## src/rtl/rst_seq_ctrl.sv

```systemverilog
// Power-up / reset sequencer: releases PUONOUT, CE0, RESB and CPURSOUTB in order
// and re-runs the release on a filtered external reset, software request or lock loss.
module rst_seq_ctrl #(
    parameter int PU_CYCLES   = 16,
    parameter int RES_CYCLES  = 8,
    parameter int CPU_CYCLES  = 4,
    parameter int FILT_CYCLES = 3,
    parameter int CNT_W       = 8
) (
    input  logic       clk,
    input  logic       rst,
    input  logic       ext_resb_n,
    input  logic       sw_rst_req,
    input  logic       pll_lock,
    output logic       PUONOUT,
    output logic       CE0,
    output logic       RESB,
    output logic       CPURSOUTB,
    output logic [2:0] seq_state,
    output logic [7:0] restart_cnt
);

    localparam logic [2:0] ST_PU    = 3'd0;
    localparam logic [2:0] ST_WLOCK = 3'd1;
    localparam logic [2:0] ST_RES   = 3'd2;
    localparam logic [2:0] ST_CPU   = 3'd3;
    localparam logic [2:0] ST_RUN   = 3'd4;

    localparam logic [CNT_W-1:0] PU_LOAD  = CNT_W'(PU_CYCLES - 1);
    localparam logic [CNT_W-1:0] RES_LOAD = CNT_W'(RES_CYCLES - 1);
    localparam logic [CNT_W-1:0] CPU_LOAD = CNT_W'(CPU_CYCLES - 1);
    localparam logic [CNT_W-1:0] CNT_ONE  = CNT_W'(1);
    localparam logic [3:0]       FILT_MAX = 4'(FILT_CYCLES);

    logic [2:0]       state, state_nxt;
    logic [CNT_W-1:0] cnt, cnt_nxt;
    logic [1:0]       ext_sync, lock_sync;
    logic             ext_resb_s, lock_s;
    logic [3:0]       filt_cnt;
    logic             filt_req;
    logic             restart;

    // Synchronisers reset to the "no request" / "not locked" levels.
    always_ff @(posedge clk or posedge rst) begin
        if (rst) begin
            ext_sync  <= 2'b11;
            lock_sync <= 2'b00;
        end else begin
            // NOTE: non-blocking so both flops of each chain sample pre-edge values.
            ext_sync  <= {ext_sync[0], ext_resb_n};
            lock_sync <= {lock_sync[0], pll_lock};
        end
    end

    assign ext_resb_s = ext_sync[1];
    assign lock_s     = lock_sync[1];

    // Counter saturates at FILT_MAX, so one low assertion yields one filt_req pulse.
    always_ff @(posedge clk or posedge rst) begin
        if (rst) begin
            filt_cnt <= 4'd0;
            filt_req <= 1'b0;
        end else if (ext_resb_s) begin
            filt_cnt <= 4'd0;
            filt_req <= 1'b0;
        end else if (filt_cnt != FILT_MAX) begin
            filt_cnt <= filt_cnt + 4'd1;
            filt_req <= (filt_cnt == FILT_MAX - 4'd1);
        end else begin
            filt_req <= 1'b0;
        end
    end

    // Lock is not a restart cause while already waiting for it.
    always_comb begin
        case (state)
            ST_WLOCK:              restart = filt_req | sw_rst_req;
            ST_RES, ST_CPU, ST_RUN: restart = filt_req | sw_rst_req | ~lock_s;
            default:               restart = 1'b0;
        endcase
    end

    always_comb begin
        // NOTE: defaults first so no path leaves a variable unassigned (no latches).
        state_nxt = state;
        cnt_nxt   = cnt;
        if (restart) begin
            state_nxt = ST_WLOCK;
            cnt_nxt   = '0;
        end else begin
            case (state)
                ST_PU: begin
                    if (cnt == '0) state_nxt = ST_WLOCK;
                    else           cnt_nxt   = cnt - CNT_ONE;
                end
                ST_WLOCK: begin
                    if (lock_s) begin
                        state_nxt = ST_RES;
                        cnt_nxt   = RES_LOAD;
                    end
                end
                ST_RES: begin
                    if (cnt == '0) begin
                        state_nxt = ST_CPU;
                        cnt_nxt   = CPU_LOAD;
                    end else begin
                        cnt_nxt = cnt - CNT_ONE;
                    end
                end
                ST_CPU: begin
                    if (cnt == '0) state_nxt = ST_RUN;
                    else           cnt_nxt   = cnt - CNT_ONE;
                end
                ST_RUN: begin
                end
                default: begin
                    state_nxt = ST_WLOCK;
                    cnt_nxt   = '0;
                end
            endcase
        end
    end

    // Qualifiers are flopped from the next-state decode so they change on the
    // same edge as the state register and are glitch-free.
    always_ff @(posedge clk or posedge rst) begin
        if (rst) begin
            state       <= ST_PU;
            cnt         <= PU_LOAD;
            PUONOUT     <= 1'b0;
            CE0         <= 1'b0;
            RESB        <= 1'b0;
            CPURSOUTB   <= 1'b0;
            restart_cnt <= 8'd0;
        end else begin
            state     <= state_nxt;
            cnt       <= cnt_nxt;
            PUONOUT   <= (state_nxt == ST_WLOCK) || (state_nxt == ST_RES) ||
                         (state_nxt == ST_CPU)   || (state_nxt == ST_RUN);
            CE0       <= (state_nxt == ST_RES) || (state_nxt == ST_CPU) || (state_nxt == ST_RUN);
            RESB      <= (state_nxt == ST_CPU) || (state_nxt == ST_RUN);
            CPURSOUTB <= (state_nxt == ST_RUN);
            if (restart && (restart_cnt != 8'hFF)) begin
                restart_cnt <= restart_cnt + 8'd1;
            end
        end
    end

    assign seq_state = state;

endmodule
```

## config.mk

```make
export PLATFORM = sky130hd
export DESIGN_NAME = rst_seq_ctrl
export DESIGN_NICKNAME = d
export VERILOG_FILES = /design/src/rtl/rst_seq_ctrl.sv
export SDC_FILE = /design/constraint.sdc
export NUM_CORES = 1
export LEC_CHECK = 0
export BUFFER_PORTS_ARGS = -buffer_cell sky130_fd_sc_hd__buf_4
export CORE_ASPECT_RATIO = 0.8
export CORE_MARGIN = 2
export CORE_UTILIZATION = 50
export DETAILED_ROUTE_END_ITERATION = 10
export PLACE_DENSITY_LB_ADDON = 0.05
export SYNTH_ARGS = -nofsm -noshare
export SYNTH_HDL_FRONTEND = slang
export SYNTH_SLANG_ARGS = --single-unit
```

## constraint.sdc

```tcl
create_clock -name clk -period 3 [get_ports clk]
set_input_delay 0 -clock clk [delete_from_list [all_inputs] [get_ports clk]]
set_output_delay 0 -clock clk [all_outputs]
set_load 0.01 [all_outputs]
```

==> summary.txt <==
Layout
  – Net count, final: 194
  – Area occupied by registers: 808 um^2
  – Antenna Diode Count: 0
  – Filler instances: 267
  – Area of all placed cells without fillers: 1920 um^2
  – Area growth, synth to finish: 18.0%
  – Share of final-layout standard cells stronger than drive strength 1: 23.7%
  – Multi-input gate area in the final layout: 759 um^2

Global routing
  – First-pass GRT wire length: 5.01 mm
  – Global route overflow: 0
  – Tot GR Track Use: 18.7%
  – Initial antenna violation count: 0
  – Maximum number of pins on one net before global-route repair: 22
  – Number of global-route vias before repair: 1140

Synthesis
  – Mean area per synthesized cell: 10.1 um^2
  – Number of standard cells after synthesis: 161
  – Fraction of post-synthesis cell area in the top cell type by area: 40.0%
  – Flop and latch count out of synthesis: 32
  – Cell type contributing the most total cell area after synthesis: sky130_fd_sc_hd__dfrtp_1
  – Most area-consuming cells after synthesis: sky130_fd_sc_hd__dfrtp_1 (40%), sky130_fd_sc_hd__dfstp_2 (9.7%), sky130_fd_sc_hd__xor2_1 (4.8%)
  – Post-synthesis sequential area ratio: 49.7%
  – Number of flops mapped to enable cells by yosys: 0
  – Share of synthesized registers carrying an async set or reset: 100%
  – Total number of yosys warnings: 0
  – Primary FF master, synth: sky130_fd_sc_hd__dfrtp_1
  – Count of unique library cells instantiated by Yosys: 41
  – Post-synth net total: 170
  – Area of the mapped netlist: 1630 um^2

Timing
  – Final count of negative-setup-slack endpoints: 0
  – Final max-slew violation count: 0
  – Final critical path time including I/O delays and setup: 2.41 ns
  – Post-route clock period utilization: 80.5%
  – Peak clock frequency supported by timing: 0.414 GHz
  – Slew HR: 49.2%
  – RSZ-0062 raised after global routing: no
  – Slew at the pin with the worst max-slew slack: 0.762 ns
  – Hold violation total from the final report: 0
  – Final Skew: 0.00532 ns
  – TNS Setup: 0 ns

Detailed routing
  – Number of DRC violations after detailed-routing iteration 0: 99
  – Via count: 1231
  – Via density: 5.45
  – Post-Route WL: 3.01 mm
  – Drt pass-1 iters: 4
  – Average wire length per cell after detail routing: 13.3 um
  – ANT nets after route: 0
  – Post-detailed-route DRC marker count: 0

Power and ir drop
  – P per Cell Area: 1030 nW/um^2
  – Standby leakage power: 0.887 nW
  – Peak supply drop: 0.471 mV

CTS
  – Maximum clock insertion buffer count: 2
  – Deepest level of the CTS H-tree: 2
  – Post-cts sizing count: 0
  – Post-CTS Setup Bufs: 0
  – Clock slew at reported path FFs: 0.06 ns
  – CTS hold repair buffers: 3
  – Num CTS Buffers: 5
  – Worst skew pair latency: 0.28 ns
  – Clock tree from TritonCTS: yes
  – Clock root buffer: sky130_fd_sc_hd__clkbuf_8
  – Number of clock sinks seen by CTS: 32

Critical path
  – Reg2reg setup slack: 0.59 ns
  – CP max-delay cell: sky130_fd_sc_hd__or4_4
  – Crit path capture type: register
  – Type of the worst setup path: register to register
  – Startpoint of the lowest-slack register-to-register path: cnt[0]$_DFFE_PP1P_
  – Critical path data arrival time: 2.59 ns
  – Required @ worst endpoint: 3.17 ns
  – Critical path cell sequence: inv_1 > ha_1 > or4b_4 > or4_4 > a31oi_4 > o21ai_1 > a22o_1
  – Kind of start point of the critical path: register
  – Peak fanout along the critical path: 6
  – Critical path launch point: cnt[0]$_DFFE_PP1P_
  – Max incr delay on CP: 0.53 ns

Run status
  – Status: finished, final reports clean

Flow run
  – Max_cap viols: 0

Hold path
  – Beginning of the worst hold path: sw_rst_req
  – Kind of path behind the tightest hold check: input pin to register

Floorplan
  – Horizontal die dimension: 67.8 um
  – Initial core utilization: 52.4%
  – Die boundary height: 55.0 um
  – Std-Cell Rows: 18
  – Floorplan core area: 3110 um^2
  – Number of ports placed on the die boundary: 20
  – Die ar.: 3730 um^2

Placed design
  – Post-detail-place hpwl: 2.17 mm
  – Buffers on Ports: 19
  – Final Wtd Congestion: 0.834
  – Cell area reported after detailed placement: 1790 um^2
-- power breakdown --
group	total [W]	internal [W]	switching, W	leakage [nW]
sequential	0.000773	0.000589	0.000185	0.396
clock	0.000358	0.000209	0.000149	0.0515
combinational	0.000855	0.000415	0.000440	0.440
total	0.00199	0.00121	0.000773	0.887
-- cells in the mapped netlist (4+ instances only) --
library cell / instances
sky130_fd_sc_hd__a21oi_1: 10
sky130_fd_sc_hd__a22o_1: 7
sky130_fd_sc_hd__clkbuf_1: 4
sky130_fd_sc_hd__dfrtp_1: 26
sky130_fd_sc_hd__dfstp_2: 6
sky130_fd_sc_hd__ha_1: 4
sky130_fd_sc_hd__inv_1: 6
sky130_fd_sc_hd__nand2_1: 12
sky130_fd_sc_hd__nand2b_1: 4
sky130_fd_sc_hd__nand3_1: 5
sky130_fd_sc_hd__nor2_1: 17
sky130_fd_sc_hd__nor3_1: 9
sky130_fd_sc_hd__xor2_1: 9
-- logic make-up after synthesis --
group	synth area share (%)
buf+inv	3.69
flops	49.7
fa+ha+maj	3.07
xor+xnor	5.92
mux	0.692
compound gates	13.5
simple gates	23.4
-- flip-flops by register name, summed over array words and instances (netlist names) --
name	flops
CE0	1
CPURSOUTB	1
PUONOUT	1
RESB	1
cnt	8
ext_sync	2
filt_cnt	4
filt_req	1
lock_sync	2
restart_cnt	8
seq_state	3
-- cell usage in the layout (no fill, tap or decap), drive strengths merged, types with 5 or more instances in the layout --
cell	count
nor3	9
dfrtp	26
buf	20
clkbuf	8
inv	6
a21oi	10
nand3	5
xor2	9
o21ai	6
a22o	7
nor2	18
nand2	12
dfstp	6
-- layer usage --
layer / GRT usage (%) / wire, um / vias up
met1: 24.4 / 1420 / 590
li1: - / - / 611
met4: 9.33 / 22 / 0
met3: 4.86 / 140 / 2
met5: 0 / 0 / -
met2: 29.1 / 1420 / 28
-- worst paths after layout --
check	to	cells past startpoint
worst max-delay path	cnt[5]$_DFFE_PP0P_	7
worst min-delay path	seq_state[2]$_DFF_PP0_	4
worst max register to register	cnt[5]$_DFFE_PP0P_	7
worst min register to register	lock_sync[1]$_DFF_PP0_	0
max in group asynchronous	seq_state[1]$_DFF_PP0_	4
min in group asynchronous	restart_cnt[7]$_DFFE_PP0P_	3
-- layout make-up --
cell class,count,area share [%]
flip-flops and latches,32,42.1
multi-input cells,117,39.5
repair buffers,23,9.38
clock buffers,8,5.21
well taps,40,2.61
inverters,6,1.17
-- critical path, delay by kind of cell (launching register included) --
kind	cells	cell delay (ns)
AND/OR/NAND/NOR	2	1.05
adder cells (fa/ha/maj)	1	0.20
AO/OA/AOI/OAI	3	0.62
buffers and inverters	1	0.05
flip-flops	1	0.39
-- per-stage QoR --
step | power, W | setup WS [ns] | cells | hold WS [ns] | utilization (%)
2_1_floorplan | 0.00142 | 0.637 | 161 | 0.00448 | -
3_3_place_gp | 0.00160 | 0.651 | 215 | 0.109 | 57.6
3_5_place_dp | 0.00164 | 0.594 | 215 | 0.110 | 57.6
4_1_cts | 0.00201 | 0.584 | 226 | 0.0417 | 61.8
5_1_grt | 0.00216 | 0.356 | 226 | 0.0888 | 61.8
6_report | 0.00199 | 0.586 | 226 | 0.0433 | 61.8
(Power assumes the default switching activity.)
